$ cat config.mk
export PLATFORM = sky130hd
export DESIGN_NAME = mem_lat_hazard_unit
export DESIGN_NICKNAME = d
export VERILOG_FILES = /design/src/rtl/hazard_pkg.sv /design/src/rtl/load_scoreboard.sv /design/src/rtl/mem_lat_hazard_unit.sv
export SDC_FILE = /design/constraint.sdc
export NUM_CORES = 1
export LEC_CHECK = 0
export CORE_MARGIN = 2
export CORE_UTILIZATION = 30
export CTS_CLUSTER_SIZE = 30
export DETAILED_ROUTE_END_ITERATION = 10
export MAX_ROUTING_LAYER = met4
export PLACE_DENSITY_LB_ADDON = 0.25
export SKIP_LAST_GASP = 1
export SLEW_MARGIN = 10
export SYNTH_ARGS = -nofsm -noshare
export SYNTH_HDL_FRONTEND = slang
export SYNTH_SLANG_ARGS = --single-unit
$ cat constraint.sdc
create_clock -name CLK -period 2.7 [get_ports CLK]
set_clock_uncertainty 0.2 [all_clocks]
set_input_delay 0.54 -clock CLK [delete_from_list [all_inputs] [get_ports CLK]]
set_output_delay 0.54 -clock CLK [all_outputs]
set_load 0.02 [all_outputs]
$ cat src/rtl/hazard_pkg.sv
// hazard_pkg: shared constants, types and the forwarding-select helper for the
// pipeline hazard unit.
package hazard_pkg;

  localparam int REG_W    = 5;
  localparam int NUM_REGS = 32;
  localparam int CNT_W    = 3;

  localparam logic [1:0] FWD_RF = 2'b00;
  localparam logic [1:0] FWD_W  = 2'b01;
  localparam logic [1:0] FWD_M  = 2'b10;

  typedef logic [REG_W-1:0] reg_idx_t;
  typedef logic [CNT_W-1:0] cnt_t;

  // Pick the youngest producer of src: M beats W, register 0 is never forwarded.
  function automatic logic [1:0] fwd_sel(
    input reg_idx_t src,
    input logic     wr_m,
    input reg_idx_t dst_m,
    input logic     wr_w,
    input reg_idx_t dst_w
  );
    if ((src != '0) && wr_m && (src == dst_m)) return FWD_M;
    if ((src != '0) && wr_w && (src == dst_w)) return FWD_W;
    return FWD_RF;
  endfunction

endpackage

$ cat src/rtl/load_scoreboard.sv
// load_scoreboard: one small down-counter per architectural register tracking
// how many more cycles a pending load result stays unavailable to the D stage.
module load_scoreboard
  import hazard_pkg::*;
#(
  parameter int MEM_LAT = 2
) (
  input  logic     clk_i,
  input  logic     clr_i,
  input  logic     load_i,
  input  reg_idx_t load_reg_i,
  input  reg_idx_t rs_i,
  input  reg_idx_t rt_i,
  output logic     rs_busy_o,
  output logic     rt_busy_o
);

  localparam cnt_t MEM_LAT_V = cnt_t'(MEM_LAT);

  cnt_t cnt_q [NUM_REGS];
  cnt_t cnt_d [NUM_REGS];

  // Age every live entry by one cycle; a new load to the same register wins.
  always_comb begin
    // NOTE: every entry gets a value before any conditional override, so no
    // path through this block leaves cnt_d unassigned and no latch is inferred.
    for (int r = 0; r < NUM_REGS; r++) begin
      cnt_d[r] = (cnt_q[r] != '0) ? cnt_q[r] - cnt_t'(1) : '0;
    end
    if (load_i && (load_reg_i != '0)) begin
      cnt_d[load_reg_i] = MEM_LAT_V;
    end
    cnt_d[0] = '0;
  end

  // Counter array update; clear aborts all in-flight load tracking.
  always_ff @(posedge clk_i) begin
    // NOTE: this array is control state, not data storage: a stale nonzero
    // entry would stall the pipeline, so every entry is cleared on reset.
    // NOTE: sequential state is written with non-blocking assignments only,
    // so all flops see pre-edge values regardless of evaluation order.
    if (clr_i) begin
      cnt_q <= '{default: '0};
    end else begin
      cnt_q <= cnt_d;
    end
  end

  assign rs_busy_o = (rs_i != '0) && (cnt_q[rs_i] != '0);
  assign rt_busy_o = (rt_i != '0) && (cnt_q[rt_i] != '0);

endmodule

$ cat src/rtl/mem_lat_hazard_unit.sv
// mem_lat_hazard_unit: forwarding selects and stall/flush control for a
// five-stage pipeline whose data memory takes MEM_LAT extra cycles.
// Optional feature: define HZ_STALL_CNT_EN to add the 32-bit StallCnt output.
module mem_lat_hazard_unit
  import hazard_pkg::*;
#(
  parameter int MEM_LAT  = 2,
  parameter int BR_FLUSH = 2
) (
  input  logic             CLK,
  input  logic             CLR,
  input  logic [REG_W-1:0] RsD,
  input  logic [REG_W-1:0] RtD,
  input  logic [REG_W-1:0] RsE,
  input  logic [REG_W-1:0] RtE,
  input  logic [REG_W-1:0] WriteRegE,
  input  logic [REG_W-1:0] WriteRegM,
  input  logic [REG_W-1:0] WriteRegW,
  input  logic             MemtoRegD,
  input  logic             MemWriteD,
  input  logic             BranchD,
  input  logic             MemtoRegE,
  input  logic             MemWriteE,
  input  logic             RegWriteE,
  input  logic             RegWriteM,
  input  logic             RegWriteW,
  input  logic             PCSrcE,
  output logic             StallF,
  output logic             StallD,
  output logic             FlushE,
  output logic [1:0]       ForwardAE,
  output logic [1:0]       ForwardBE
`ifdef HZ_STALL_CNT_EN
  ,
  output logic [31:0]      StallCnt
`endif
);

  localparam cnt_t MEM_LAT_V = cnt_t'(MEM_LAT);
  localparam cnt_t BR_HOLD_V = cnt_t'(BR_FLUSH - 1);

  logic load_e, load_hit_e, rs_busy, rt_busy;
  logic mem_op_d, mem_op_e;
  logic dep_stall, mem_stall, br_stall, stall;
  cnt_t port_cnt_q, port_cnt_d;
  cnt_t br_cnt_q, br_cnt_d;

  assign ForwardAE = fwd_sel(RsE, RegWriteM, WriteRegM, RegWriteW, WriteRegW);
  assign ForwardBE = fwd_sel(RtE, RegWriteM, WriteRegM, RegWriteW, WriteRegW);

  // A load sitting in E; WriteRegE is nonzero here, so a zero D specifier cannot match.
  assign load_e     = MemtoRegE & RegWriteE & (WriteRegE != '0);
  assign load_hit_e = load_e & ((WriteRegE == RsD) | (WriteRegE == RtD));

  load_scoreboard #(
    .MEM_LAT(MEM_LAT)
  ) u_load_scoreboard (
    .clk_i     (CLK),
    .clr_i     (CLR),
    .load_i    (load_e),
    .load_reg_i(WriteRegE),
    .rs_i      (RsD),
    .rt_i      (RtD),
    .rs_busy_o (rs_busy),
    .rt_busy_o (rt_busy)
  );

  assign mem_op_d  = MemtoRegD | MemWriteD;
  assign mem_op_e  = MemtoRegE | MemWriteE;

  assign dep_stall = load_hit_e | rs_busy | rt_busy;
  assign mem_stall = mem_op_d & (mem_op_e | (port_cnt_q > cnt_t'(1)));
  assign br_stall  = BranchD & (load_hit_e | rs_busy | rt_busy);
  assign stall     = dep_stall | mem_stall | br_stall;

  assign StallF = stall;
  assign StallD = stall;
  assign FlushE = PCSrcE | (br_cnt_q != '0) | stall;

  // Next-state for the memory-port busy counter and the branch flush hold.
  always_comb begin
    port_cnt_d = (port_cnt_q != '0) ? port_cnt_q - cnt_t'(1) : '0;
    if (mem_op_e) port_cnt_d = MEM_LAT_V;
    br_cnt_d = (br_cnt_q != '0) ? br_cnt_q - cnt_t'(1) : '0;
    if (PCSrcE) br_cnt_d = BR_HOLD_V;
  end

  // Port and branch counters, synchronously cleared.
  always_ff @(posedge CLK) begin
    if (CLR) begin
      port_cnt_q <= '0;
      br_cnt_q   <= '0;
    end else begin
      port_cnt_q <= port_cnt_d;
      br_cnt_q   <= br_cnt_d;
    end
  end

`ifdef HZ_STALL_CNT_EN
  logic [31:0] stall_cnt_q;

  // Saturating count of cycles spent with the decode stage stalled.
  always_ff @(posedge CLK) begin
    if (CLR) begin
      stall_cnt_q <= '0;
    end else if (stall && (stall_cnt_q != 32'hFFFF_FFFF)) begin
      stall_cnt_q <= stall_cnt_q + 32'd1;
    end
  end

  assign StallCnt = stall_cnt_q;
`endif

endmodule

; Word-level counts from Yosys, hierarchy flattened
; Index checks and enable logic that the tools add are counted.
[word_totals]
regBits = 99
inputBits = 46
out_inout_bits = 7
elab_cells = 214
[classes]
add_sub_neg = 33
magnitude_cmp = 5
n_eq_ne = 6
muxes = 58
n_bitwise = 23
reduce_logical = 54
[ops]
columns = operator, n
row1 = 3-bit two-way mux, 36
row2 = 3-bit nonzero test, 35
row3 = "3-bit by 1-bit subtractor with 3-bit output, second input constant", 33
row4 = 93-bit two-way mux, 1
row5 = 62-bit AND, 1
row6 = 62-bit inverter, 1
row7 = 31-bit OR, 1
row8 = 3-bit binary-select mux with 5-bit select, 2
row9 = 5-bit equality test, 6
row10 = 5-bit nonzero test, 5
row11 = 2-bit two-way mux, 10
row12 = "6-bit greater-or-equal comparator, second input constant", 3
row13 = 5-bit inverter with 6-bit output, 3
row14 = 3-bit demux with 5-bit select, 1
row15 = 1-bit logical AND, 12
row16 = 1-bit OR, 10
row17 = 1-bit two-way mux, 8
row18 = "6-bit by 1-bit < comparator with 1-bit output, second input constant", 1
row19 = 3-bit OR reduction, 2
row20 = 1-bit AND, 5
row21 = "3-bit by 1-bit > comparator with 1-bit output, second input constant", 1
row22 = 1-bit inverter, 2

; Longest topological paths before layout
; Gate-level depths: netlist of run 1.
[depth]
depth_word = 11
ltp_mapped = 9
ltp_nobuf = 7

; Hierarchy
; Synthesis of run 1 repeated with hierarchy kept, for this count alone.
[unflattened]
cells_unflattened = 650
area_unflattened_um2 = 5693.0
[modules_own_cells]
columns = mod, n_inst, cells_per_inst, area_per_inst_um2
row1 = load_scoreboard, 1, 563, 4968.5
row2 = mem_lat_hazard_unit, 1, 87, 724.4

; Worst setup path after synthesis of run 1
; Ideal clock, no wire load.
[synth_timing]
path_kind = in2out
startpoint = in RsE[1]
endpoint = out ForwardAE[0]
arrival_time_ns = 2.047
required_ns = 1.960
setup_slack_ns = -0.087
path_stages = 4
n_path_buf = 0
cell_sequence = or4_1 nor2_1 nor4_1 nor4_1
[synth_between]
elab_chain_cells = 7
word_cells_on_any_way = 13
classes_between = eq/ne (2) / mux (6) / reduce/logical (5)
[synth_rtl]
columns = item, line_no
row1 = from (decl), mem_lat_hazard_unit.sv:14  ; input logic [REG_W-1:0] RsE,
row2 = 5-bit nonzero test, "hazard_pkg.sv:24, hazard_pkg.sv:25"
row3 = 1-bit logical AND (2 in a row), hazard_pkg.sv:25  ; if ((src != '0) && wr_w && (src == dst_w)) return FWD_W;
row4 = 1-bit two-way mux (2 in a row), hazard_pkg.sv:25
row5 = 2-bit two-way mux, hazard_pkg.sv:26  ; return FWD_RF;
row6 = 2-bit two-way mux (*), hazard_pkg.sv:25
row7 = to (decl), mem_lat_hazard_unit.sv:31  ; output logic [1:0] ForwardAE,
; Mark *: on every way between the ends. The rest lies on a longest branch, timed or not. The select of a mux whose other input is x is not followed.

; Worst setup path in the final report of run 1
[layout_timing]
startpoint = in RtD[2]
endpoint = out FlushE
[layout_between]
elab_chain_cells = 10
word_cells_on_any_way = 16
classes_between = eq/ne (1) / mux (3) / bitwise (9) / reduce/logical (3)
[layout_rtl]
columns = item, line_no
row1 = from (decl), mem_lat_hazard_unit.sv:13  ; input logic [REG_W-1:0] RtD,
row2 = 5-bit inverter with 6-bit output (not written as such), load_scoreboard.sv:50  ; assign rt_busy_o = (rt_i != '0) && (cnt_q[rt_i] != '0);
row3 = 3-bit binary-select mux with 5-bit select, load_scoreboard.sv:50
row4 = 3-bit two-way mux (not written as such) (2 in a row), load_scoreboard.sv:50
row5 = 3-bit nonzero test, load_scoreboard.sv:50
row6 = 1-bit logical AND, load_scoreboard.sv:50
row7 = 1-bit OR (*), "mem_lat_hazard_unit.sv:71, mem_lat_hazard_unit.sv:73"
row8 = 1-bit OR or 1-bit AND (tied branches), "mem_lat_hazard_unit.sv:74, mem_lat_hazard_unit.sv:73"
row9 = 1-bit OR (*), mem_lat_hazard_unit.sv:74  ; assign stall = dep_stall | mem_stall | br_stall;
row10 = 1-bit OR (*), mem_lat_hazard_unit.sv:78  ; assign FlushE = PCSrcE | (br_cnt_q != '0) | stall;
row11 = to (decl), mem_lat_hazard_unit.sv:30  ; output logic FlushE,
; Marks and branches as above.

==> results.cfg, run 1 <==
[status]
outcome = finished, violations left
failed_checks = negative setup slack

[logic_synthesis]
synth_edf_count = 0
async_reset_ff_share_pct = 0
syn_inst = 698
ys_seq_area_share_pct = 34.4
synth_top_area_cell = dfxtp_1
ys.warnings.count = 0
synth_area_leaders = dfxtp_1 (34%), ha_1 (14%), nand2_1 (6.0%)
synth-seq-cells = 99
synth.distinct_cells = 50
syn_avg_cell_area_um2 = 8.26
synth_top_cell_area_share_pct = 34.4
netlist_area_um2 = 5770
ys.flop_type = dfxtp_1
synth_fp_nets = 807

[floorplanning]
rows = 50
initial_core_util_pct = 30.7
chipHeight_um = 143
io_pins = 53
die_x_um = 143
dieArea_um2 = 20300
design.core.area_um2 = 18800

[routing]
postRouteAntennaNets = 0
route.detailed.drc = 0
first_iter_violations = 301
via_per_inst = 4.90
wl_per_cell_um = 14.9
first_pass_iters = 5
wl_um = 17300
num_vias = 5677

[timing]
tightest_slew_ns = 0.617
period_share_pct = 111
finalCriticalPeriod_ns = 3.00
fin_hold_ws_ns = 0.246
setup_viol = 3
slew_headroom_pct = 58.8
slew_viol_final = 0
finalHoldViolCount = 0
tns_ns = -0.807
worst_slack_ns = -0.295
fmax_mhz = 334
rsz0062_at_grt = true

[worst_setup_path]
cp-end-kind = primary output
rr_endpoint = port_cnt_q[2]
crit_fanout = 5
critPathArrivalTime_ns = 2.26
timing.reg2reg.setup_slack_ns = 1.17
rr_startpoint = port_cnt_q[2]
start_kind = input port
reg2reg_depth = 5
cp.required_ns = 1.96
worst-setup-path-type = input port to primary output

[pwr]
p_total_mw = 3.31
power_leakage_nw = 3.83
powerDensity_nw_per_um2 = 386
ir_drop_uv = 329

[cts]
cts-htree-levels = 3
cts-root-buf = clkbuf_16
cts_buffers = 9
cts_sinks = 99
clk_path_buf_depth = 2
path_clk_slew_ns = 0.07
worstSkewPairLatency_ns = 0.35
cts_tree = built

[cells_and_area]
mostFrequentLayoutCells = buf_4 (188), dfxtp_1 (95), nand2_1 (92), inv_1 (65), ha_1 (63)
layout-drive-gt1-share_pct = 30.7
antenna_cells = 0
fin_nets = 1030
fillCellCount = 1844
syn2layout_area_growth_pct = 48.8
layout_commonest_cell = buf_4

[worst_hold_path]
whs_endpoint = port_cnt_q[0]
min-delay-start = port_cnt_q[0]
min_path_type = flip-flop to flip-flop
hold_depth = 1

[job]
cap_violations = 0

[global_routing]
grt_max_degree = 44
antenna_found_initial = 0
grt.overflow.total = 0
first_global_vias = 5619
grt_pass1_wl_um = 28100
track_usage_pct = 18.2

[place]
port_buffers = 51
gp_congestion = 0.948
dpl.hpwl_um = 12400
==> routing by layer <==
layer | routed length [um] | up-vias | GRT usage [%]
li1 | - | 2865 | -
met1 | 7910 | 2644 | 22.2
met2 | 8110 | 131 | 29.4
met3 | 693 | 37 | 3.22
met4 | 573 | 0 | 8.29
met5 | 0 | - | -
==> report_power, final <==
part	internal (mW)	switching [mW]	total, mW
combinational	0.248	0.248	0.496
clock	0.783	0.559	1.34
sequential	1.47	0.00493	1.47
==> registers in the layout, summed over array words and instances (netlist names) <==
signal	count
u_load_scoreboard.cnt_q	93
port_cnt_q	3
br_cnt_q	3
==> how the worst max path moves through the flow <==
stage | startpoint | end | slack [ns] | depth (start not counted)
after floorplan | RsD[0] | StallF | -0.03 | 9
after global placement | RtD[1] | FlushE | -1.20 | 9
after detailed placement | RtD[1] | FlushE | -1.23 | 9
after CTS | RtD[2] | FlushE | -0.31 | 10
after global routing | RtD[2] | FlushE | -0.41 | 10
final | RtD[2] | FlushE | -0.30 | 10
==> synthesized netlist by cell type, types with 2 or more instances <==
master and number:
ha_1 63, or3_1 2, o41ai_1 2, nor2b_1 2, nor3b_1 25, a31oi_1 30, buf_2 10, a21oi_1 10
o21ai_1 2, nor4b_1 2, nand3b_1 2, o21ai_0 4, nor2_1 65, a211oi_1 11, a311oi_1 6, nor3_1 32
xor2_1 10, inv_2 5, clkbuf_1 15, inv_1 65, and3_1 2, and2_1 7, mux4_2 3, a221oi_1 2
dfxtp_1 99, or4_1 4, buf_4 4, nand4_1 5, nand2_1 92, nand3_1 7, xnor2_1 20, a2111oi_0 12
nor4_1 48, o211ai_1 2, and3b_1 9, buf_6 3, nand2b_1 3
==> final cells by class <==
cell class | count | area (um2) | area share, %
clock buffer | 12 | 267 | 3.11
clock inverter | 2 | 35.0 | 0.408
inverter | 70 | 263 | 3.06
multi-input combinational | 496 | 3690 | 43.0
sequential | 99 | 1990 | 23.2
tap | 234 | 293 | 3.41
timing repair buffer | 245 | 2050 | 23.9
==> kinds of logic (layout without fill, tap and decap cells) <==
kind of cell	Yosys count	count (layout)	share of synthesized area (%)
flops	99	99	34.4
buf+inv	103	329	7.59
simple gates	311	311	27.4
mux	4	4	1.35
compound gates	88	88	11.0
xor+xnor	30	30	4.56
fa+ha+maj	63	63	13.7
==> metrics by stage <==
| stage | utilization [%] | area, um2 | setup slack [ns] | cells |
|---|---|---|---|---|
| 2_1_floorplan | - | 5800 | -0.0327 | 698 |
| 3_3_place_gp | 41.6 | 7800 | -1.20 | 1126 |
| 3_5_place_dp | 41.6 | 7800 | -1.23 | 1126 |
| 4_1_cts | 45.1 | 8460 | -0.314 | 1157 |
| 5_1_grt | 45.7 | 8580 | -0.415 | 1158 |
| 6_report | 45.7 | 8580 | -0.295 | 1158 |
==> worst max-delay path, cell delays in order <==
cell and delay (ns):
buf_8 0.11, buf_12 0.13, o41ai_4 0.37, a21oi_2 0.06, o311ai_2 0.21, a21oi_1 0.09, nor4_2 0.32, buf_4 0.16
nand4b_1 0.09, buf_4 0.17
==> repair_timing <==
item | 4_1_cts | 5_1_grt
hold endpoints to repair | 0 | 0
endpoints found under the setup margin | 7 | 7
cloned | 4 | 0
hold buffers | 0 | 0
buffers inserted | 14 | 1
resized for setup | 134 | 23
pin swaps | 25 | 16
Note: power is estimated with default switching activity, not from simulation.
==> run 2, diff against run 1 <==
--- a/config.mk
+++ b/config.mk
@@ -5,8 +5,10 @@
 export SDC_FILE = /design/constraint.sdc
 export NUM_CORES = 1
 export LEC_CHECK = 0
+export ABC_AREA = 0
 export CORE_MARGIN = 2
 export CORE_UTILIZATION = 30
+export CTS_CLUSTER_DIAMETER = 50
 export CTS_CLUSTER_SIZE = 30
 export DETAILED_ROUTE_END_ITERATION = 10
 export MAX_ROUTING_LAYER = met4
@@ -16,3 +18,4 @@
 export SYNTH_ARGS = -nofsm -noshare
 export SYNTH_HDL_FRONTEND = slang
 export SYNTH_SLANG_ARGS = --single-unit
+export TNS_END_PERCENT = 30
==> run 2 against run 1 <==
Effect of this change:
- the run still ends with negative setup slack left
- final cell count rose by 0.17%
- combinational power fell by 3%
- flip-flop and latch count is the same
- largest power group unchanged
- final area is 0.19% higher
- count of clock-buffer cells in the layout unchanged
- via count decreased by 0.79%
- global-route usage fell by 0.79 points
- clock power rose by 5%
==> results.cfg, run 2 (synthesis results as in run 1) <==
[status]
outcome = finished, violations left
failed_checks = negative setup slack

[floorplanning]
rows = 50
die_x_um = 143
dieArea_um2 = 20300
design.core.area_um2 = 18800
io_pins = 53
chipHeight_um = 143
initial_core_util_pct = 30.7

[timing]
fin_hold_ws_ns = 0.248
setup_viol = 7
fmax_mhz = 341
finalHoldViolCount = 0
period_share_pct = 109
slew_headroom_pct = 55.3
tightest_slew_ns = 0.671
slew_viol_final = 0
worst_slack_ns = -0.232
rsz0062_at_grt = true
finalCriticalPeriod_ns = 2.93

[routing]
route.detailed.drc = 0
first_pass_iters = 4
num_vias = 5632
wl_per_cell_um = 14.2
postRouteAntennaNets = 0
first_iter_violations = 282
wl_um = 16500
via_per_inst = 4.86

[pwr]
power_leakage_nw = 3.77
powerDensity_nw_per_um2 = 391
ir_drop_uv = 179
p_total_mw = 3.36

[cts]
worstSkewPairLatency_ns = 0.35
path_clk_slew_ns = 0.07
clk_path_buf_depth = 2
cts_sinks = 99
holdBufCountCts = 0
cts-root-buf = clkbuf_16
cts_tree = built
cts-htree-levels = 3
cts_buffers = 9

[place]
gp_congestion = 0.857
dpl.hpwl_um = 12100
port_buffers = 51
placed_area_um2 = 7830
place_worst_setup_slack_ns = -1.08

[cells_and_area]
syn2layout_area_growth_pct = 49.1
final_core_util_pct = 45.8
layout-drive-gt1-share_pct = 31.5
antenna_cells = 0
largest_registers = u_load_scoreboard.cnt_q x93, br_cnt_q x3, port_cnt_q x3
mostFrequentLayoutCells = buf_4 (184), nand2_1 (91), dfxtp_1 (91), inv_1 (64), ha_1 (63)
final_cell_area_um2 = 8600
layout_commonest_cell = buf_4
largest_reg_flops = 93
regMostFlops = u_load_scoreboard.cnt_q
fin_nets = 1030

[worst_setup_path]
critPathArrivalTime_ns = 2.19
cp-end-kind = primary output
worst-setup-path-type = input port to primary output
crit_fanout = 9
start_kind = input port
cp.required_ns = 1.96

[global_routing]
grt.overflow.total = 0
first_global_vias = 5514
grt.busiest_layer = met2
grt_pass1_wl_um = 27300
antenna_found_initial = 0
grt_use_met2_pct = 28.5
grt_max_degree = 36
use_met1_pct = 21.6
track_usage_pct = 17.4
met3_usage_pct = 2.45

[job]
cap_violations = 0

[worst_hold_path]
min_path_type = flip-flop to flip-flop
## run 2: what timing repair did
item	4_1_cts	5_1_grt
buffers inserted	8	1
gates resized for setup	132	21
cloned	3	0
endpoints found under the setup margin	7	7
pin swaps	24	7
endpoints found under the hold margin	0	0
## run 2: final timing paths
| check | startpoint | cells after the start | slack [ns] | endpoint |
|---|---|---|---|---|
| hold reg to reg | port_cnt_q[0] | 1 | 0.25 | port_cnt_q[0] |
| setup / recovery | RtD[2] | 10 | -0.23 | FlushE |
| setup reg to reg | port_cnt_q[2] | 5 | 1.13 | port_cnt_q[0] |
| hold / removal | port_cnt_q[0] | 1 | 0.25 | port_cnt_q[0] |
## run 2: worst max-delay path: stages
cell and delay, ns:
buf_4 0.14, buf_16 0.15, o41ai_2 0.21, a21oi_1 0.10
o311ai_2 0.26, a21oi_1 0.08, nor4_2 0.28, buf_4 0.17
nand4b_1 0.08, buf_4 0.17
## run 2: cell type report
class	instances	area [um2]
fill	1830	10200
inverter	70	267
clock inverter	4	73.8
clock buffer	12	246
sequential	99	1990
multi-input combinational	496	3690
tap	234	293
timing repair buffer	245	2040
## run 2: layer usage
layer,share of wire [%],vias up
met4,2.9,0
met5,0,-
li1,-,2887
met3,2.7,30
met1,46,2619
met2,48,96
## run 2: report_power, final
part | total, mW | internal, mW | switching [mW]
Clock | 1.41 | 0.839 | 0.572
Sequential | 1.47 | 1.47 | 0.00497
Combinational | 0.480 | 0.239 | 0.241
Total | 3.36 | 2.55 | 0.818
## run 2: through the flow
step                setup TNS (ns)  instances
finish                       -1.39       1160
CTS                          -1.32       1159
detailed placement           -5.68       1132
floorplan                   -0.124        698
global route                 -2.04       1160
global placement             -5.66       1132
==> run 3, diff against run 2 <==
--- a/config.mk
+++ b/config.mk
@@ -6,7 +6,7 @@
 export NUM_CORES = 1
 export LEC_CHECK = 0
 export ABC_AREA = 0
-export CORE_MARGIN = 2
+export CORE_MARGIN = 4
 export CORE_UTILIZATION = 30
 export CTS_CLUSTER_DIAMETER = 50
 export CTS_CLUSTER_SIZE = 30
==> run 3 against run 2 <==
Effect of this change:
- the flow still finishes with violations (negative setup slack)
- critical endpoint unchanged
- non-clock buffer count is 1 higher
- fmax is 3.7% lower
- total power is 1.2% lower
- largest power group unchanged
- critical path depth is 1 lower
==> results.cfg, run 3 (synthesis results as in run 1) <==
[cells_and_area]
layout_commonest_cell = buf_4
regMostFlops = u_load_scoreboard.cnt_q
layout-drive-gt1-share_pct = 29.3
fillCellCount = 1867
largest_registers = u_load_scoreboard.cnt_q x93, br_cnt_q x3, port_cnt_q x3
fin_nets = 1031
multiInputGateArea_um2 = 3610
register_area_um2 = 1980
syn2layout_area_growth_pct = 48.3
mostFrequentLayoutCells = buf_4 (183), dfxtp_1 (98), nand2_1 (91), inv_1 (65), nor2_1 (64)
largest_reg_flops = 93

[timing]
slew_headroom_pct = 62.8
rsz0062_at_grt = true
worst_slack_ns = -0.346
finalHoldViolCount = 0
finalCriticalPeriod_ns = 3.05
slew_viol_final = 0
period_share_pct = 113
setup_viol = 7
fmax_mhz = 328
tightest_slew_ns = 0.558

[cts]
cts-root-buf = clkbuf_16
cts-htree-levels = 3
cts_buffers = 9
cts_sinks = 99
cts_tree = built
path_clk_slew_ns = 0.07
worstSkewPairLatency_ns = 0.35
holdBufCountCts = 0
clk_path_buf_depth = 2

[floorplanning]
design.core.area_um2 = 18800
die_x_um = 147
chipHeight_um = 147
initial_core_util_pct = 30.6
rows = 50
dieArea_um2 = 21500
io_pins = 53

[status]
failed_checks = negative setup slack
outcome = finished, violations left

[worst_setup_path]
crit_fanout = 4
critPathArrivalTime_ns = 2.31
cp.required_ns = 1.96
cp-end-kind = primary output
worst-setup-path-type = input port to primary output
start_kind = input port

[place]
dpl.hpwl_um = 12400
place_worst_setup_slack_ns = -1.04
gp_congestion = 0.873
port_buffers = 51

[routing]
via_per_inst = 4.72
first_iter_violations = 306
wl_per_cell_um = 14.1
wl_um = 16700
route.detailed.drc = 0
num_vias = 5608
first_pass_iters = 5
postRouteAntennaNets = 0

[pwr]
power_leakage_nw = 3.78
p_total_mw = 3.32
powerDensity_nw_per_um2 = 389
ir_drop_uv = 289

[worst_hold_path]
min_path_type = flip-flop to flip-flop

[global_routing]
first_global_vias = 5475
grt_max_degree = 36
grt_pass1_wl_um = 27400
antenna_found_initial = 1
grt.overflow.total = 0
track_usage_pct = 16.3

[job]
cap_violations = 0
-- run 3: changes by cell type in the layout (fill, tap and decap cells not counted), sizes merged --
cell / before / now
buf: 206 / 204
clkdlybuf4s15: 4 / 1
clkdlybuf4s50: 25 / 29
diode: 0 / 1
dlygate4sd2: 9 / 8
dlymetal6s2s: 0 / 2
inv: 69 / 70
-- run 3: cell type report --
class	count	share of cell area, %
clock inverters	5	0.907
repair buffers	246	24.1
multi-input cells	496	42.2
well taps	260	3.80
flip-flops and latches	99	23.2
clock buffers	11	2.72
diodes	1	0.0293
inverters	70	3.07
-- run 3: through the flow --
stage | TNS, ns | std cells | cell area (um2) | hold WS, ns | utilization [%]
floorplan | -0.124 | 698 | 5770 | 0.213 | -
global placement | -5.62 | 1158 | 7840 | 0.228 | 41.6
detailed placement | -5.45 | 1158 | 7840 | 0.236 | 41.6
CTS | -1.83 | 1185 | 8400 | 0.247 | 44.6
global route | -2.28 | 1188 | 8550 | 0.272 | 45.4
finish | -1.74 | 1188 | 8550 | 0.248 | 45.4
-- run 3: per-layer routing --
layer  GRT usage, %  vias to the layer above  part of all wire [%]
li1               -                     2876                     -
met1           20.3                     2609                    48
met2           26.2                       99                    46
met3           3.60                       24                   3.9
met4           5.50                        0                   2.0
met5              -                        -                     0
-- run 3: where the power goes --
group / switching [mW] / leakage, nW / internal (mW)
clock network: 0.559 / 0.150 / 0.810
logic: 0.236 / 2.83 / 0.246
registers: 0.00493 / 0.799 / 1.47
-- run 3: path summary, 6_finish.rpt --
check	from	slack [ns]	to	depth (start not counted)
worst min-delay path	port_cnt_q[0]	0.25	port_cnt_q[0]	1
worst max-delay path	RtD[0]	-0.35	FlushE	9
worst min register to register	port_cnt_q[0]	0.25	port_cnt_q[0]	1
worst max register to register	port_cnt_q[1]	1.11	port_cnt_q[0]	5
-- run 3: repair_timing --
item                                    4_1_cts  5_1_grt
gates resized for setup                      87       31
pin swaps                                    12       11
buffers inserted                             10        2
endpoints found under the setup margin        7        7
cloned                                        1        0
-- run 3: worst max-delay path, stage by stage --
cell	delay (ns)
dlygate4sd2_1	0.32
inv_1	0.17
a2111oi_1	0.38
nor3_1	0.13
a311oi_2	0.32
nor4_2	0.09
buf_4	0.14
nand4b_1	0.07
buf_4	0.14
